## src/rtl/valu_fp32_result_collector.sv

```systemverilog
// Collects per-lane FP32 adder results into a wave-wide VGPR writeback.
// NaN and overflow results are canonicalised, and wave exception status is sticky.
module valu_fp32_result_collector #(
    parameter int LANES   = 32,
    parameter int DATA_W  = 32,
    parameter int VADDR_W = 8,
    localparam int LANE_W = (LANES > 1) ? $clog2(LANES) : 1
) (
    input  logic                      clk,
    input  logic                      rst,
    input  logic                      res_valid,
    output logic                      res_ready,
    input  logic [DATA_W-1:0]         res_data,
    input  logic                      res_nan,
    input  logic                      res_ovf,
    input  logic [LANE_W-1:0]         res_lane,
    input  logic [VADDR_W-1:0]        res_vdst,
    input  logic                      res_last,
    output logic                      wb_valid,
    input  logic                      wb_ready,
    output logic [VADDR_W-1:0]        wb_vdst,
    output logic [LANES*DATA_W-1:0]   wb_data,
    output logic [LANES-1:0]          wb_mask,
    output logic                      exc_nan,
    output logic                      exc_ovf,
    output logic                      exc_err,
    input  logic                      exc_clr
);

    localparam logic [DATA_W-1:0] CANON_QNAN = DATA_W'(32'h7FC0_0000);

    typedef enum logic {COLLECT, WRITE} state_t;

    state_t              state, state_nx;
    logic                batch_open;
    logic                accept;
    logic                vdst_ok;
    logic                lane_we;
    logic [DATA_W-1:0]   lane_val;

    // Handshake outputs decode the state directly, so reset drops wb_valid at once.
    assign res_ready = (state == COLLECT);
    assign wb_valid  = (state == WRITE);
    assign accept    = res_valid & res_ready;
    assign vdst_ok   = !batch_open || (res_vdst == wb_vdst);
    assign lane_we   = accept & vdst_ok;

    // NaN wins over overflow; the adder's NaN payload and sign are not trusted.
    always_comb begin
        lane_val = res_data;
        if (res_nan)
            lane_val = CANON_QNAN;
        else if (res_ovf)
            lane_val = {res_data[DATA_W-1], 8'hFF, {(DATA_W-9){1'b0}}};
    end

    // NOTE: every variable assigned in always_comb gets a default first so no latch is inferred.
    always_comb begin
        state_nx = state;
        case (state)
            COLLECT: if (accept && res_last) state_nx = WRITE;
            WRITE:   if (wb_ready)           state_nx = COLLECT;
            default:                         state_nx = COLLECT;
        endcase
    end

    // NOTE: sequential state uses non-blocking assignments so all registers update together.
    always_ff @(posedge clk or posedge rst) begin
        if (rst)
            state <= COLLECT;
        else
            state <= state_nx;
    end

    // NOTE: wb_data is a register bank, not a RAM, so it can and does take the reset value.
    always_ff @(posedge clk or posedge rst) begin
        if (rst) begin
            wb_data    <= '0;
            wb_mask    <= '0;
            wb_vdst    <= '0;
            batch_open <= 1'b0;
        end else if (wb_valid && wb_ready) begin
            // Data is left in place; the cleared mask marks it stale.
            wb_mask    <= '0;
            batch_open <= 1'b0;
        end else if (accept) begin
            if (!batch_open) begin
                wb_vdst    <= res_vdst;
                batch_open <= 1'b1;
            end
            for (int i = 0; i < LANES; i++) begin
                if (lane_we && (res_lane == LANE_W'(i))) begin
                    wb_data[i*DATA_W +: DATA_W] <= lane_val;
                    wb_mask[i]                  <= 1'b1;
                end
            end
        end
    end

    // A set and a clear on the same edge leave the flag set.
    always_ff @(posedge clk or posedge rst) begin
        if (rst) begin
            exc_nan <= 1'b0;
            exc_ovf <= 1'b0;
            exc_err <= 1'b0;
        end else begin
            exc_nan <= (exc_nan & ~exc_clr) | (accept & res_nan);
            exc_ovf <= (exc_ovf & ~exc_clr) | (accept & ~res_nan & res_ovf);
            exc_err <= (exc_err & ~exc_clr) | (accept & ~vdst_ok);
        end
    end

endmodule

```

## config.mk

```make
export PLATFORM = sky130hd
export DESIGN_NAME = valu_fp32_result_collector
export DESIGN_NICKNAME = d
export VERILOG_FILES = /design/src/rtl/valu_fp32_result_collector.sv
export SDC_FILE = /design/constraint.sdc
export NUM_CORES = 2
export LEC_CHECK = 0
export CELL_PAD_IN_SITES_DETAIL_PLACEMENT = 1
export CELL_PAD_IN_SITES_GLOBAL_PLACEMENT = 2
export CORE_AREA = 3 3 438 440
export CTS_BUF_LIST = sky130_fd_sc_hd__clkbuf_16
export DETAILED_ROUTE_END_ITERATION = 8
export DIE_AREA = 0 0 441 443
export GPL_ROUTABILITY_DRIVEN = 1
export PLACE_DENSITY_LB_ADDON = 0.1
export SLEW_MARGIN = 5
export SYNTH_ARGS = -nofsm -noshare
export SYNTH_HDL_FRONTEND = slang
export SYNTH_SLANG_ARGS = --single-unit
```

## constraint.sdc

```tcl
create_clock -name clk -period 43.2 [get_ports clk]
set_input_delay 10.8 -clock clk [delete_from_list [all_inputs] [get_ports clk]]
set_output_delay 10.8 -clock clk [all_outputs]
set_load 0.01 [all_outputs]
```

==> impl_metrics.json <==
{
  "outcome": "complete, no violations",
  "final_cell_mix": "o21ai_0 (1257), clkdlybuf4s50_1 (1121), dfrtp_1 (1069)",
  "path_class": "input pin to register",
  "syn_to_final_growth_pct": 45.1,
  "max-slew-margin-rel": 0.192,
  "clock_sinks": 1069,
  "worstSkewPairLatency_ns": 0.79,
  "fmax_ghz": 0.0724,
  "tightest_slew_ns": 1.21,
  "path_max_fanout": 224,
  "end_kind": "register",
  "synth_compound_area_frac": 0.202,
  "fp.dieH_um": 443,
  "fin_crit_sh": 0.320,
  "grt_pass1_wl_mm": 331,
  "final_layout_size_suffix_gt1_frac": 0.101,
  "ios": 1122,
  "synth_ff_type": "dfrtp_1",
  "ctsLongestPathBuffers": 3,
  "wl_per_cell_um": 34.4,
  "synth-xor-area-share": 0.00175,
  "avgSynthCellArea_um2": 11.4,
  "yosys_warnings": 0,
  "drt_iter0_drc": 2285,
  "clkTransAtPathRegs_ns": 0.05,
  "slew_viol_final": 0,
  "synth_area_um2": 40100,
  "antenna_found_initial": 37,
  "hold_buffers": 0,
  "die_area_um2": 195000,
  "synth-edff-count": 0,
  "synth_mux_area_frac": 0.0489,
  "overflow": 0,
  "fin_crit_ns": 13.81,
  "post_cts_resized": 0,
  "nets": 4565,
  "hold_viol": 0,
  "rsz0062_at_grt": "false",
  "grt_pass1_vias": 35300,
  "finalSetupViolations": 0,
  "io_buffers": 1121,
  "cts_setup_buffers": 0,
  "worstPathRequired_ns": 43.87,
  "dr.pass1.iters": 5,
  "synth-async-reset-ratio": 1.00,
  "ant_nets": 0,
  "core_area_um2": 188000,
  "cts_buffers": 138,
  "drc_errors": 0,
  "cts_tree": "done",
  "finClkSkew_ns": 0.0311,
  "grt_usage": 0.245,
  "hold_path.class": "register to register",
  "htreeDepth": 4,
  "syn_nets": 3572,
  "cap_violations": 0,
  "initial_core_util": 0.213,
  "power_density_nw_per_um2": 44.0,
  "synth_top_family_by_area": "compound AO/OA/AOI/OAI gates",
  "placed_area_um2": 54000,
  "ir_worst_vdd_v": 0.0000284,
  "grt_max_degree": 225,
  "dp_hpwl_mm": 163,
  "route.vias.total": 34300,
  "root_buffer": "clkbuf_16",
  "synth_cells": 3519,
  "yosysUniqueCellTypes": 42,
  "fp.dieW_um": 441,
  "avgViaCountPerCell": 4.81,
  "place_congestion": 0.788,
  "start_kind": "input pin",
  "stdcell_area_um2": 58200,
  "layout_commonest_cell": "o21ai_0",
  "fp-row-count": 159,
  "synth-seq-area-share": 0.667,
  "synthSimpleGateAreaFrac": 0.0443,
  "setup_tns_ns": 0,
  "worstPathArrival_ns": 14.49,
  "synth_seq_cells": 1069,
  "p_leak_nw": 24.9,
  "synth_adder_area_share": 0,
  "drt-total-wl_mm": 245,
  "power_w": 0.00256
}
-- area by class of cell --
| cell class | count | area, um^2 |
|---|---|---|
| repair buffers | 1212 | 12000 |
| clock inverters | 107 | 634 |
| diodes | 13 | 32.5 |
| multi-input cells | 2083 | 12200 |
| well taps | 2495 | 3120 |
| fillers | 20500 | 130000 |
| inverters | 8 | 37.5 |
| flip-flops and latches | 1069 | 26800 |
| clock buffers | 140 | 3500 |
-- logic make-up (layout without fill, tap and decap cells) --
family          Yosys count  in the layout
other cells               0             13
mux                     174            174
xor+xnor                  8              8
compound gates         1519           1519
buf+inv                 367           1467
flops                  1069           1069
simple gates            382            382
-- final timing paths --
kind,depth (start not counted),endpoint,startpoint,slack [ns]
max in group asynchronous,5,wb_data[41],rst,29.57
max,8,wb_data[236],res_vdst[0],29.39
min in group asynchronous,2,wb_data[108],rst,10.59
min,2,wb_mask[26],wb_mask[26],0.48
min reg2reg,2,wb_mask[26],wb_mask[26],0.48
max reg2reg,6,wb_data[236],batch_open,38.98
-- flip-flops by register name, summed over array words and instances (netlist names) --
| name | count |
|---|---|
| wb_data | 1024 |
| wb_vdst | 8 |
| exc_ovf | 1 |
| batch_open | 1 |
| wb_mask | 32 |
| exc_nan | 1 |
| wb_valid | 1 |
| exc_err | 1 |
-- metrics by stage --
step | hold WS [ns] | std cells | util | worst slack, ns
after floorplan | 0.515 | 3519 | - | 2.31
after global placement | 0.460 | 6867 | 0.287 | 28.61
after detailed placement | 0.463 | 6867 | 0.287 | 28.59
after CTS | 0.481 | 7114 | 0.309 | 29.48
after global routing | 0.494 | 7116 | 0.309 | 29.12
final | 0.478 | 7127 | 0.310 | 29.39
-- layer usage --
layer  wire (um)  vias up  track usage
met5          13        -            0
met4        8830        2       0.0829
met3       15500      320       0.0615
met2      124000     1128        0.424
met1       97300    18400        0.296
li1            -    14500            -
-- worst max-delay path, stage by stage --
cell             delay, ns
clkdlybuf4s50_1       0.57
xor2_1                0.26
nor4_4                0.13
a21oi_4               0.51
buf_4                 0.80
buf_12                0.74
o21ai_0               0.22
o21ai_0               0.13
-- power breakdown --
part | leakage, nW | internal, W | total [W] | switching [W]
Clock | 2.23 | 0.000606 | 0.00109 | 0.000482
Sequential | 14.7 | 0.00106 | 0.00110 | 0.0000374
Combinational | 7.89 | 0.000143 | 0.000372 | 0.000229
-- cells in the mapped netlist (24+ instances only) --
| cell | count | share of area |
|---|---|---|
| nand3_1 | 32 | 0.0040 |
| o21ai_1 | 35 | 0.0044 |
| clkbuf_1 | 312 | 0.029 |
| and2_1 | 26 | 0.0041 |
| buf_2 | 38 | 0.0047 |
| o21ai_0 | 1257 | 0.16 |
| nand2_1 | 258 | 0.024 |
| mux2_1 | 43 | 0.012 |
| mux2_2 | 131 | 0.037 |
| dfrtp_1 | 1069 | 0.67 |
| a22o_1 | 44 | 0.0096 |
| nor2_1 | 24 | 0.0022 |
| o22ai_1 | 145 | 0.023 |
No activity file was read; power rests on OpenSTA's default activity.
